[config.mk]
export PLATFORM = sky130hd
export DESIGN_NAME = mc_control_fsm_flat
export DESIGN_NICKNAME = d
export VERILOG_FILES = /design/src/rtl/mc_control_fsm_if.sv /design/src/rtl/mc_control_fsm.sv /design/src/flat_wrapper.sv
export SDC_FILE = /design/constraint.sdc
export NUM_CORES = 1
export LEC_CHECK = 0
export ABC_AREA = 1
export BUFFER_PORTS_ARGS = -buffer_cell sky130_fd_sc_hd__buf_2
export CORE_MARGIN = 2
export CORE_UTILIZATION = 45
export CTS_CLUSTER_SIZE = 8
export DETAILED_ROUTE_END_ITERATION = 8
export GPL_TIMING_DRIVEN = 0
export PLACE_DENSITY_LB_ADDON = 0.2
export RECOVER_POWER = 25
export SLEW_MARGIN = 20
export SYNTH_ARGS = -nofsm -noshare
export SYNTH_HDL_FRONTEND = slang
export SYNTH_SLANG_ARGS = --single-unit
[constraint.sdc]
create_clock -name clk -period 1.85 [get_ports clk]
set_input_delay 0.37 -clock clk [delete_from_list [all_inputs] [get_ports clk]]
set_output_delay 0.37 -clock clk [all_outputs]
set_load 0.02 [all_outputs]
[src/rtl/mc_control_fsm_if.sv]
// Control bundle between the multi-cycle sequencer and the MIPS datapath.
// master = sequencer, slave = datapath/memory side.
interface mc_control_fsm_if;
    logic [5:0]  opcode;
    logic        mem_ready;
    logic        pc_write;
    logic        pc_write_cond;
    logic        i_or_d;
    logic        mem_read;
    logic        mem_write;
    logic        ir_write;
    logic        mem_to_reg;
    logic        reg_dst;
    logic        reg_write;
    logic        alu_src_a;
    logic [1:0]  alu_src_b;
    logic [1:0]  alu_op;
    logic [1:0]  pc_source;
    logic        illegal_op;
    logic        retire;
    logic [31:0] instr_count;
    logic [3:0]  state;

    modport master (
        input  opcode, mem_ready,
        output pc_write, pc_write_cond, i_or_d, mem_read, mem_write, ir_write,
               mem_to_reg, reg_dst, reg_write, alu_src_a, alu_src_b, alu_op,
               pc_source, illegal_op, retire, instr_count, state
    );

    modport slave (
        output opcode, mem_ready,
        input  pc_write, pc_write_cond, i_or_d, mem_read, mem_write, ir_write,
               mem_to_reg, reg_dst, reg_write, alu_src_a, alu_src_b, alu_op,
               pc_source, illegal_op, retire, instr_count, state
    );
endinterface

[src/rtl/mc_control_fsm.sv]
// Multi-cycle MIPS control sequencer: fetch/decode/execute/memory/write-back
// strobes, mem_ready handshake and retired-instruction counter.
module mc_control_fsm (
    input logic              clk,
    input logic              reset,
    mc_control_fsm_if.master bus
);
    localparam logic [5:0] OpR    = 6'b000000;
    localparam logic [5:0] OpLw   = 6'b100011;
    localparam logic [5:0] OpSw   = 6'b101011;
    localparam logic [5:0] OpBeq  = 6'b000100;
    localparam logic [5:0] OpJ    = 6'b000010;
    localparam logic [5:0] OpAddi = 6'b001000;

    typedef enum logic [3:0] {
        StFetch   = 4'd0,
        StDecode  = 4'd1,
        StMemAddr = 4'd2,
        StMemRd   = 4'd3,
        StMemWb   = 4'd4,
        StMemWr   = 4'd5,
        StExec    = 4'd6,
        StRWb     = 4'd7,
        StBranch  = 4'd8,
        StJump    = 4'd9,
        StAddiEx  = 4'd10,
        StAddiWb  = 4'd11
    } state_e;

    typedef struct packed {
        logic       pc_write;
        logic       pc_write_cond;
        logic       i_or_d;
        logic       mem_read;
        logic       mem_write;
        logic       ir_write;
        logic       mem_to_reg;
        logic       reg_dst;
        logic       reg_write;
        logic       alu_src_a;
        logic [1:0] alu_src_b;
        logic [1:0] alu_op;
        logic [1:0] pc_source;
        logic       illegal_op;
        logic       retire;
    } ctrl_t;

    state_e      state_q, state_d;
    ctrl_t       ctrl, ctrl_out;
    logic [31:0] instr_count_q;

    always_ff @(posedge clk or negedge reset) begin
        if (!reset) begin
            state_q       <= StFetch;
            instr_count_q <= '0;
        end else begin
            state_q <= state_d;
            if (ctrl.retire) begin
                instr_count_q <= instr_count_q + 32'd1;
            end
        end
    end

    always_comb begin
        ctrl    = '0;
        state_d = StFetch;
        unique case (state_q)
            StFetch: begin
                ctrl.mem_read  = 1'b1;
                ctrl.alu_src_b = 2'b01;
                ctrl.ir_write  = bus.mem_ready;
                ctrl.pc_write  = bus.mem_ready;
                state_d        = bus.mem_ready ? StDecode : StFetch;
            end
            StDecode: begin
                ctrl.alu_src_b = 2'b11;
                case (bus.opcode)
                    OpLw, OpSw: state_d = StMemAddr;
                    OpR:        state_d = StExec;
                    OpBeq:      state_d = StBranch;
                    OpJ:        state_d = StJump;
                    OpAddi:     state_d = StAddiEx;
                    default: begin
                        // Unknown opcodes retire as no-ops so the counter stays honest.
                        ctrl.illegal_op = 1'b1;
                        ctrl.retire     = 1'b1;
                        state_d         = StFetch;
                    end
                endcase
            end
            StMemAddr: begin
                ctrl.alu_src_a = 1'b1;
                ctrl.alu_src_b = 2'b10;
                state_d        = (bus.opcode == OpSw) ? StMemWr : StMemRd;
            end
            StMemRd: begin
                ctrl.mem_read = 1'b1;
                ctrl.i_or_d   = 1'b1;
                state_d       = bus.mem_ready ? StMemWb : StMemRd;
            end
            StMemWb: begin
                ctrl.mem_to_reg = 1'b1;
                ctrl.reg_write  = 1'b1;
                ctrl.retire     = 1'b1;
            end
            StMemWr: begin
                ctrl.mem_write = 1'b1;
                ctrl.i_or_d    = 1'b1;
                ctrl.retire    = bus.mem_ready;
                state_d        = bus.mem_ready ? StFetch : StMemWr;
            end
            StExec: begin
                ctrl.alu_src_a = 1'b1;
                ctrl.alu_op    = 2'b10;
                state_d        = StRWb;
            end
            StRWb: begin
                ctrl.reg_dst   = 1'b1;
                ctrl.reg_write = 1'b1;
                ctrl.retire    = 1'b1;
            end
            StBranch: begin
                ctrl.alu_src_a     = 1'b1;
                ctrl.alu_op        = 2'b01;
                ctrl.pc_write_cond = 1'b1;
                ctrl.pc_source     = 2'b01;
                ctrl.retire        = 1'b1;
            end
            StJump: begin
                ctrl.pc_write  = 1'b1;
                ctrl.pc_source = 2'b10;
                ctrl.retire    = 1'b1;
            end
            StAddiEx: begin
                ctrl.alu_src_a = 1'b1;
                ctrl.alu_src_b = 2'b10;
                state_d        = StAddiWb;
            end
            StAddiWb: begin
                ctrl.reg_write = 1'b1;
                ctrl.retire    = 1'b1;
            end
            default: state_d = StFetch;
        endcase
    end

    // Outputs are masked combinationally so no strobe leaks while reset is held.
    assign ctrl_out = reset ? ctrl : '0;

    assign bus.pc_write      = ctrl_out.pc_write;
    assign bus.pc_write_cond = ctrl_out.pc_write_cond;
    assign bus.i_or_d        = ctrl_out.i_or_d;
    assign bus.mem_read      = ctrl_out.mem_read;
    assign bus.mem_write     = ctrl_out.mem_write;
    assign bus.ir_write      = ctrl_out.ir_write;
    assign bus.mem_to_reg    = ctrl_out.mem_to_reg;
    assign bus.reg_dst       = ctrl_out.reg_dst;
    assign bus.reg_write     = ctrl_out.reg_write;
    assign bus.alu_src_a     = ctrl_out.alu_src_a;
    assign bus.alu_src_b     = ctrl_out.alu_src_b;
    assign bus.alu_op        = ctrl_out.alu_op;
    assign bus.pc_source     = ctrl_out.pc_source;
    assign bus.illegal_op    = ctrl_out.illegal_op;
    assign bus.retire        = ctrl_out.retire;
    assign bus.instr_count   = instr_count_q;
    assign bus.state         = reset ? state_q : StFetch;
endmodule
[src/flat_wrapper.sv]
// flat-port wrapper written by rule: the top's interface ports become plain ports
module mc_control_fsm_flat 
  (clk, reset, bus_opcode, bus_mem_ready, bus_pc_write, bus_pc_write_cond, bus_i_or_d, bus_mem_read, bus_mem_write, bus_ir_write, bus_mem_to_reg, bus_reg_dst, bus_reg_write, bus_alu_src_a, bus_alu_src_b, bus_alu_op, bus_pc_source, bus_illegal_op, bus_retire, bus_instr_count, bus_state);
  mc_control_fsm_if bus_i ();
  input logic clk;
  input logic reset;
  input wire logic [$bits(bus_i.opcode)-1:0] bus_opcode;
  input wire logic [$bits(bus_i.mem_ready)-1:0] bus_mem_ready;
  output wire logic [$bits(bus_i.pc_write)-1:0] bus_pc_write;
  output wire logic [$bits(bus_i.pc_write_cond)-1:0] bus_pc_write_cond;
  output wire logic [$bits(bus_i.i_or_d)-1:0] bus_i_or_d;
  output wire logic [$bits(bus_i.mem_read)-1:0] bus_mem_read;
  output wire logic [$bits(bus_i.mem_write)-1:0] bus_mem_write;
  output wire logic [$bits(bus_i.ir_write)-1:0] bus_ir_write;
  output wire logic [$bits(bus_i.mem_to_reg)-1:0] bus_mem_to_reg;
  output wire logic [$bits(bus_i.reg_dst)-1:0] bus_reg_dst;
  output wire logic [$bits(bus_i.reg_write)-1:0] bus_reg_write;
  output wire logic [$bits(bus_i.alu_src_a)-1:0] bus_alu_src_a;
  output wire logic [$bits(bus_i.alu_src_b)-1:0] bus_alu_src_b;
  output wire logic [$bits(bus_i.alu_op)-1:0] bus_alu_op;
  output wire logic [$bits(bus_i.pc_source)-1:0] bus_pc_source;
  output wire logic [$bits(bus_i.illegal_op)-1:0] bus_illegal_op;
  output wire logic [$bits(bus_i.retire)-1:0] bus_retire;
  output wire logic [$bits(bus_i.instr_count)-1:0] bus_instr_count;
  output wire logic [$bits(bus_i.state)-1:0] bus_state;
  assign bus_i.opcode = bus_opcode;
  assign bus_i.mem_ready = bus_mem_ready;
  assign bus_pc_write = bus_i.pc_write;
  assign bus_pc_write_cond = bus_i.pc_write_cond;
  assign bus_i_or_d = bus_i.i_or_d;
  assign bus_mem_read = bus_i.mem_read;
  assign bus_mem_write = bus_i.mem_write;
  assign bus_ir_write = bus_i.ir_write;
  assign bus_mem_to_reg = bus_i.mem_to_reg;
  assign bus_reg_dst = bus_i.reg_dst;
  assign bus_reg_write = bus_i.reg_write;
  assign bus_alu_src_a = bus_i.alu_src_a;
  assign bus_alu_src_b = bus_i.alu_src_b;
  assign bus_alu_op = bus_i.alu_op;
  assign bus_pc_source = bus_i.pc_source;
  assign bus_illegal_op = bus_i.illegal_op;
  assign bus_retire = bus_i.retire;
  assign bus_instr_count = bus_i.instr_count;
  assign bus_state = bus_i.state;
  mc_control_fsm u_core (.clk(clk), .reset(reset), .bus(bus_i));
endmodule
==> out/results.tsv, run 1 <==
stage	metric	value	unit
placed_design	Port Buffers	62	
synthesis	Top FF cell, synth	dfrtp_1	
die	Die Width	82.16	µm
finish	ANT cells	0	
synthesis	Seq/Total Area, Yosys	32.77	%
placed_design	GP Congestion	0.9153	
sta	Slew Viols, Final	0	
worst_setup_path	CP endpoint kind	output port	
finish	layout cells sized above 1	23.54	%
synthesis	Post-synth EDFFs	0	
cts	cts bufs inserted	5	
synthesis	Netlist cell types	27	
worst_setup_path	CP Max Fanout	3	
cts	CTS tree	done	
die	die area	6749	µm²
worst_setup_path	internal reg-to-reg setup slack	0.02	ns
finish	fin util	58.94	%
synthesis	Post-synth top cells	nand2_1 (191), nor2_1 (69), nand3_1 (50)	
synthesis	syn_nets	460	
die	row count	28	
sta	period utilisation layout	107.5	%
routing	routed vias/inst	5.071	
die	I/O pin total	63	
hold_path	Worst Hold Class	in -> async	
routing	antenna viol nets, final	0	
placed_design	worst slack, placed	-0.7132	ns
flow_run	Max Cap Viol	0	
sta	Setup Skew	0.004423	ns
global_route	first-pass GRT wire length	12.32	mm
synthesis	Post-synth ARST share	100.0	%
pwr	worst ir drop on vdd	0.6921	mV
synthesis	count leader, synth	nand2_1	
pwr	NetSw	0.001450	W
sta	final worst setup slack	-0.1392	ns
global_route	Total GRT Usage	23.38	%
placed_design	DP HPWL	5.617	mm
cts	Reg clk slew, reported paths	0.07	ns
sta	Worst Tran Pin Value	0.4988	ns
status	failing checks	negative setup slack	
sta	Slew HR	66.75	%
synthesis	count of state elements after synthesis	36	
synthesis	Synth Warn #	0	
synthesis	Cells after Synth	450	
worst_setup_path	Critical Path AT	1.62	ns
worst_setup_path	worst r2r path cells	11	
global_route	largest net degree at the start of global routing	37	
pwr	Flop pwr share	29.5	%
worst_setup_path	CP Data Required Time	1.48	ns
synthesis	syn_area_per_cell	6.109	µm²
pwr	Net Sw Frac	44.32	%
synthesis	dominant cell type by area after synthesis	dfrtp_1	
sta	final hold vios	0	
sta	min cycle time layout	1.989	ns
global_route	vias in the first global route	2751	
cts	# clock sinks	36	
global_route	grt ovf	0	
die	Core Box Area	5921	µm²
pwr	Tot Pwr	0.003272	W
finish	Final nets	541	
cts	Clk Latency, worst-skew pair	0.29	ns
global_route	initial antenna violation count	0	
routing	vias	3073	
routing	final WL	7.659	mm
worst_setup_path	Crit Path Category	reg -> out	
finish	Area growth, synth to finish	26.95	%
finish	Fillers	602	
pwr	combinational share of power	51.6	%
routing	# DRC	0	
synthesis	area share of the largest cell type after synthesis	32.77	%
sta	Max Fclk	502.7	MHz
sta	Final Setup Violations	7	
pwr	Clk pwr share	18.9	%
die	Initial Utilization	46.43	%
routing	DRT Pass-1 Iters	4	
routing	First DRT Iteration DRCs	173	
cts	Root Driver	clkbuf_8	
pwr	LEAKAGE	1.904	nW
synthesis	Netlist Area Pre-Place	2749	µm²
worst_setup_path	CP startpoint kind	flip-flop	
sta	RSZ-0062 raised after global routing	yes	
routing	Avg WL per Cell	12.64	µm
cts	worst-case clock buffer depth	2	
pwr	pwr dens	937.7	nW/µm²
die	die height	82.16	µm
synthesis	Synth area leaders	dfrtp_1 (33%), nand2_1 (26%), nor2_1 (9.4%), nand3_1 (9.1%), inv_1 (4.6%)	
status	status	finished with violations	
pwr	Internal	0.001822	W
cts	htree depth	2	
[path summary, 6_finish.rpt]
path | start | endpoint
setup / recovery | u_core.state_q[2] | bus_retire
min in group clk | bus_mem_ready | u_core.state_q[0]
max in group asynchronous | reset | u_core.state_q[3]
hold reg to reg | u_core.bus.instr_count[31] | u_core.bus.instr_count[31]
setup reg to reg | u_core.state_q[2] | u_core.bus.instr_count[11]
hold / removal | reset | u_core.bus.instr_count[2]
[state kept, by name, summed over array words and instances (netlist names)]
name,flops
u_core.bus.instr_count,32
u_core.state_q,4
[metal layers]
layer | up-vias | global-route usage (%) | part of all wire (%)
met5 | - | 0 | 0
met4 | 0 | 7.167 | 1.3
met3 | 9 | 3.804 | 4.1
met2 | 80 | 41.79 | 50
met1 | 1423 | 28.70 | 44
li1 | 1561 | - | -
[area by class of cell]
| cell class | instances | area (µm²) | share of cell area [%] |
|---|---|---|---|
| clock buffers | 7 | 96.34 | 2.761 |
| inverters | 42 | 157.7 | 4.518 |
| well taps | 75 | 93.84 | 2.689 |
| repair buffers | 76 | 476.7 | 13.66 |
| multi-input cells | 361 | 1692 | 48.48 |
| flip-flops and latches | 36 | 903.4 | 25.89 |
| plain buffers | 9 | 70.07 | 2.008 |
[cells in the final DEF, fill, tap and decap left out]
cell and count:
nor2_2 8, inv_1 34, nand2_2 2, nor2_1 62, nand2_1 186, o22ai_1 1
buf_2 54, buf_4 22, nor2_8 1, clkbuf_8 7, a21oi_4 1, a21oi_1 6
nand3b_1 5, nand2_4 6, ha_1 1, nand3_1 50, dfrtp_1 34, nor2_4 5
dfrtp_2 2, o211ai_1 1, nand3_4 1, o21ai_0 5, xor2_1 7, buf_12 2
and3_1 1, inv_2 8, nand4_1 1, clkbuf_1 1, xnor2_1 6, buf_6 6
nor3_1 5
[power groups by stage]
stage                     clock [W]  combinational, W  sequential (W)
after CTS                  0.000633           0.00159        0.000956
after global routing       0.000667           0.00183        0.000977
after global placement            0           0.00136        0.000975
after floorplan                   0          0.000951         0.00101
final                      0.000618           0.00169        0.000965
after detailed placement          0           0.00137        0.000977
[kinds of logic (layout without fill, tap and decap cells)]
kind of cell / count (synthesis) / in the layout / synth area share [%]
AND/OR/NAND/NOR: 333 / 333 / 51.21
flip-flops: 36 / 36 / 32.77
AO/OA/AOI/OAI: 14 / 14 / 2.685
buffers and inverters: 53 / 134 / 8.739
XOR/XNOR: 13 / 13 / 4.142
adder cells (fa/ha/maj): 1 / 1 / 0.4551
[timing repair]
| item | in CTS | in global routing |
|---|---|---|
| setup buffers | 9 | 4 |
| hold buffers | 1 | 0 |
| endpoints found under the hold margin | 36 | 0 |
| cloned | 0 | 0 |
| endpoints found under the setup margin | 19 | 45 |
| pin swaps | 5 | 7 |
| resized for setup | 19 | 22 |
[worst max-delay path, stage by stage, from the launching register on]
cell	delay, ns
dfrtp_2	0.43
buf_4	0.15
inv_2	0.05
nand2_1	0.08
nand2_1	0.09
nand2_2	0.08
nand3_4	0.11
nor2_8	0.05
a21oi_4	0.15
buf_6	0.13
[per-stage QoR]
step,std cells,TNS [ns],hold WS (ns),cell area [µm²]
final,606,-0.5488,0.02805,3490
after global routing,606,-3.070,0.03671,3490
after CTS,603,-0.5463,0.03292,3395
after detailed placement,587,-9.240,0.5411,3159
after global placement,587,-8.694,0.5289,3159
after floorplan,450,0,0.07441,2755
No activity file was read; power rests on OpenSTA's default activity.
==> run 2: changes to the inputs <==
Clock period 1.85 ns to 1.6 ns, I/O delays scaled along.
==> out/results.tsv, run 2 (synthesis results as in run 1) <==
stage	metric	value	unit
finish	final instance area	3866	µm²
sta	Final Setup Violations	48	
sta	Hold Slack	0.3932	ns
die	Initial Utilization	46.43	%
finish	Final nets	559	
sta	Worst Tran Pin Value	0.8957	ns
cts	CTS tree	done	
sta	final hold vios	0	
routing	DRT Pass-1 Iters	5	
die	I/O pin total	63	
global_route	largest net degree at the start of global routing	37	
placed_design	Port Buffers	62	
worst_setup_path	most used cell, CP	nor2_4	
sta	min cycle time layout	1.997	ns
pwr	Tot Pwr	0.004719	W
routing	routed vias/inst	5.168	
die	die height	82.16	µm
finish	Fillers	537	
routing	final WL	8.588	mm
sta	Max Fclk	500.7	MHz
worst_setup_path	CP Data Required Time	1.28	ns
finish	commonest non-fill, non-tap cell in the layout	nand2_1	
worst_setup_path	CP endpoint kind	output port	
placed_design	DP Area	3181	µm²
sta	period utilisation layout	124.8	%
global_route	initial antenna violation count	0	
die	die area	6749	µm²
sta	Setup Skew	0.005170	ns
finish	commonest cells after routing, fill and taps aside	nand2_1 (184), nor2_1 (56), nand3_1 (49), buf_2 (47)	
cts	Reg clk slew, reported paths	0.08	ns
sta	RSZ-0062 raised after global routing	yes	
sta	Slew HR	40.29	%
die	row count	28	
finish	layout cells sized above 1	29.27	%
worst_setup_path	Critical Path AT	1.68	ns
routing	First DRT Iteration DRCs	215	
sta	final worst setup slack	-0.3972	ns
cts	Root Driver	clkbuf_8	
worst_setup_path	CP Max Fanout	4	
finish	ANT cells	0	
pwr	worst ir drop on vdd	1.158	mV
hold_path	Worst Hold Class	in -> reg	
placed_design	DP HPWL	5.635	mm
worst_setup_path	CP peak stage delay	0.45	ns
worst_setup_path	CP max-delay cell	dfrtp_2	
routing	vias	3230	
global_route	grt ovf	0	
routing	# DRC	0	
routing	antenna viol nets, final	0	
status	failing checks	negative setup slack	
pwr	pwr dens	1221	nW/µm²
die	Die Width	82.16	µm
worst_setup_path	CP cell instances	nor2_4 > inv_2 > nor2_4 > inv_2 > nor2_4 > nand2_4 > buf_8 > a21oi_4 > buf_6	
finish	max reg flops	32	
finish	Area growth, synth to finish	40.65	%
status	status	finished with violations	
cts	cts bufs inserted	5	
cts	# clock sinks	36	
placed_design	GP Congestion	0.9398	
global_route	Total GRT Usage	24.63	%
finish	fin util	65.30	%
cts	htree depth	2	
global_route	first-pass GRT wire length	12.82	mm
worst_setup_path	Crit Path Category	reg -> out	
flow_run	Max Cap Viol	0	
cts	worst-case clock buffer depth	2	
cts	Clk Latency, worst-skew pair	0.29	ns
pwr	LEAKAGE	2.034	nW
die	Core Box Area	5921	µm²
global_route	vias in the first global route	2878	
worst_setup_path	CP startpoint kind	flip-flop	
sta	Slew Viols, Final	0	
routing	Avg WL per Cell	13.74	µm
## run 2: power breakdown
| group | switching, W | total [W] | internal (W) |
|---|---|---|---|
| Clock | 0.000337 | 0.000689 | 0.000352 |
| Sequential | 0.000146 | 0.00115 | 0.00100 |
| Combinational | 0.00151 | 0.00288 | 0.00137 |
| Total | 0.00199 | 0.00472 | 0.00273 |
## run 2: routing by layer
metal  routed length (µm)  track usage (%)  vias to the layer above
li1                     -                -                     1592
met1                 3505            29.42                     1490
met2                 4323            43.98                      126
met3                  510            4.022                       22
met4                  248            9.667                        0
met5                    0                0                        -
## run 2: metrics by stage
stage | instances | worst slack [ns] | TNS, ns
2_1_floorplan | 450 | -0.09824 | -0.1288
3_3_place_gp | 587 | -0.8765 | -13.39
3_5_place_dp | 587 | -0.9016 | -14.26
4_1_cts | 612 | -0.3508 | -3.639
5_1_grt | 625 | -0.4619 | -10.97
6_report | 625 | -0.3972 | -7.006
## run 2: final cells by class
type	instances	area [µm²]	share of cell area, %
multi-input cells	361	1797	46.47
flip-flops and latches	36	905.9	23.43
repair buffers	92	685.7	17.73
inverters	42	168.9	4.369
plain buffers	11	125.1	3.236
well taps	75	93.84	2.427
clock buffers	8	90.09	2.330
## run 2: worst paths after layout
kind / from / to / slack [ns] / cells past startpoint
worst max-delay path: u_core.state_q[3] / bus_retire / -0.40 / 9
min in group asynchronous: reset / u_core.bus.instr_count[2] / 0.83 / 3
worst min-delay path: bus_mem_ready / u_core.state_q[0] / 0.39 / 3
worst max register to register: u_core.state_q[0] / u_core.bus.instr_count[23] / -0.23 / 11
worst min register to register: u_core.bus.instr_count[31] / u_core.bus.instr_count[31] / 0.60 / 2
max in group asynchronous: reset / u_core.state_q[0] / 0.16 / 3
## run 2: worst max-delay path: cells and delay by family, from the launching register on
kind	cells	cell delay [ns]
DFF	1	0.45
and+or+nand+nor	4	0.43
buffers and inverters	4	0.38
AOI/OAI and AO/OA	1	0.13
## run 2: repair_timing
action | in CTS | in global routing
pin swaps | 9 | 5
setup buffers | 15 | 12
resized for setup | 55 | 39
hold buffers | 2 | 0
endpoints found under the setup margin | 52 | 49
cloned | 1 | 2
endpoints found under the hold margin | 36 | 0
==> run 3: changes to the inputs <==
Settings changed: REMOVE_ABC_BUFFERS set to 1.
==> out/results.tsv, run 3 (synthesis results as in run 1) <==
stage	metric	value	unit
cts	cts bufs inserted	5	
finish	commonest cells after routing, fill and taps aside	nand2_1 (184), nor2_1 (57), buf_2 (49), nand3_1 (48), dfrtp_1 (33)	
sta	min cycle time layout	1.954	ns
pwr	worst ir drop on vdd	1.255	mV
worst_setup_path	CP cell instances	inv_2 > nand2_1 > inv_2 > nand2_1 > nand3_4 > nor2_8 > a21oi_4 > buf_6	
global_route	grt ovf	0	
placed_design	Port Buffers	62	
finish	Area growth, synth to finish	38.73	%
pwr	Flop pwr share	26.3	%
cts	Clk Latency, worst-skew pair	0.30	ns
sta	Max Fclk	511.9	MHz
worst_setup_path	CP peak stage delay	0.45	ns
routing	First DRT Iteration DRCs	146	
sta	Slew HR	46.80	%
finish	max reg flops	32	
pwr	Internal	0.002281	W
finish	commonest non-fill, non-tap cell in the layout	nand2_1	
routing	final WL	8.678	mm
flow_run	Max Cap Viol	0	
sta	Worst Tran Pin Value	0.7980	ns
sta	TNS Setup	-4.833	ns
sta	RSZ-0062 raised after global routing	yes	
pwr	Tot Pwr	0.004279	W
routing	routed vias/inst	5.100	
die	I/O pin total	63	
finish	final instance area	3814	µm²
worst_setup_path	CP top delay family	flip-flops	
pwr	NetSw	0.001999	W
sta	final hold vios	0	
global_route	initial antenna violation count	0	
global_route	vias in the first global route	2906	
global_route	first-pass GRT wire length	13.54	mm
cts	Root Driver	clkbuf_8	
die	Initial Utilization	46.43	%
worst_setup_path	CP endpoint kind	output port	
die	Core Box Area	5921	µm²
worst_setup_path	Critical Path AT	1.63	ns
status	failing checks	negative setup slack	
pwr	Clk pwr share	16.1	%
status	status	finished with violations	
global_route	largest net degree at the start of global routing	37	
die	die height	82.16	µm
pwr	LEAKAGE	2.011	nW
worst_setup_path	Crit Path Category	reg -> out	
cts	CTS tree	done	
sta	Slew Viols, Final	0	
die	row count	28	
placed_design	DP HPWL	5.021	mm
finish	ANT cells	0	
routing	Avg WL per Cell	13.95	µm
worst_setup_path	CP Data Required Time	1.28	ns
sta	Setup Skew	0.01100	ns
pwr	pwr dens	1122	nW/µm²
cts	htree depth	2	
pwr	combinational share of power	57.6	%
finish	Fillers	545	
worst_setup_path	CP Buf/Inv Count	3	
die	die area	6749	µm²
worst_setup_path	CP max-delay cell	dfrtp_2	
routing	DRT Pass-1 Iters	4	
placed_design	GP Congestion	0.8911	
hold_path	Worst Hold Class	in -> reg	
cts	# clock sinks	36	
worst_setup_path	CP startpoint kind	flip-flop	
die	Die Width	82.16	µm
cts	worst-case clock buffer depth	2	
finish	layout cells sized above 1	29.43	%
cts	Reg clk slew, reported paths	0.08	ns
global_route	Total GRT Usage	25.86	%
worst_setup_path	CP Max Fanout	4	
routing	antenna viol nets, final	0	
pwr	Net Sw Frac	46.71	%
placed_design	DP Area	3070	µm²
sta	period utilisation layout	122.1	%
finish	Final nets	556	
sta	final worst setup slack	-0.3535	ns
routing	# DRC	0	
routing	vias	3172	
sta	Final Setup Violations	50	
run 3: changes by cell type in the layout (fill, tap and decap cells not counted), sizes merged:
cell / change
buf: -3
clkbuf: -6
bufbuf: -1
nand2: +4
clkinv: +2
nor2: +1
run 3: per-layer routing:
metal  track usage, %  part of all wire [%]  up-vias
li1                 -                     -     1594
met1            30.86                    42     1472
met2            47.48                    51       89
met3            3.587                   4.4       17
met4            8.500                   2.0        0
met5                0                     0        -
run 3: repair_timing:
item                       CTS  global route
cloned                       4             1
resized for setup           44            48
setup endpoints to repair   54            50
hold endpoints to repair    36             0
pin swaps                   13             7
hold buffers                 2             0
buffers inserted            26             6
run 3: power groups by stage:
| stage | logic [W] | clock network, W | registers [W] |
|---|---|---|---|
| floorplan | 0.000906 | 0 | 0.00117 |
| global placement | 0.00134 | 0 | 0.00113 |
| detailed placement | 0.00136 | 0 | 0.00113 |
| CTS | 0.00203 | 0.000702 | 0.00111 |
| global route | 0.00261 | 0.000742 | 0.00114 |
| finish | 0.00246 | 0.000690 | 0.00112 |
run 3: worst paths after layout:
path | start | end | slack [ns] | depth (start not counted)
worst max-delay path | u_core.state_q[2] | bus_retire | -0.35 | 8
worst min-delay path | bus_mem_ready | u_core.state_q[0] | 0.38 | 3
worst max register to register | u_core.state_q[1] | u_core.bus.instr_count[9] | -0.07 | 10
worst min register to register | u_core.bus.instr_count[31] | u_core.bus.instr_count[31] | 0.58 | 2
max in group asynchronous | reset | u_core.state_q[2] | 0.20 | 3
min in group asynchronous | reset | u_core.bus.instr_count[28] | 0.85 | 3
run 3: area by class of cell:
type	count	area (µm²)	share of cell area [%]
clock buffers	6	82.58	2.165
clock inverters	2	10.01	0.2625
inverters	42	163.9	4.298
multi-input cells	366	1904	49.93
flip-flops and latches	36	904.6	23.72
well taps	75	93.84	2.461
repair buffers	95	654.4	17.16
run 3: per-stage QoR:
step / hold WS (ns) / setup WS, ns / util [%] / instances
3_3_place_gp: 0.4847 / -0.7447 / 51.86 / 576
3_5_place_dp: 0.4869 / -0.7203 / 51.86 / 576
4_1_cts: 0.3613 / -0.3338 / 60.65 / 615
6_report: 0.3784 / -0.3535 / 64.41 / 622
2_1_floorplan: 0.02441 / -0.3620 / - / 439
5_1_grt: 0.3936 / -0.4290 / 64.41 / 622
run 3: tightest hold or removal path: stages:
cell and delay [ns]:
buf_2 0.11, nand3_2 0.11, nand3_1 0.09
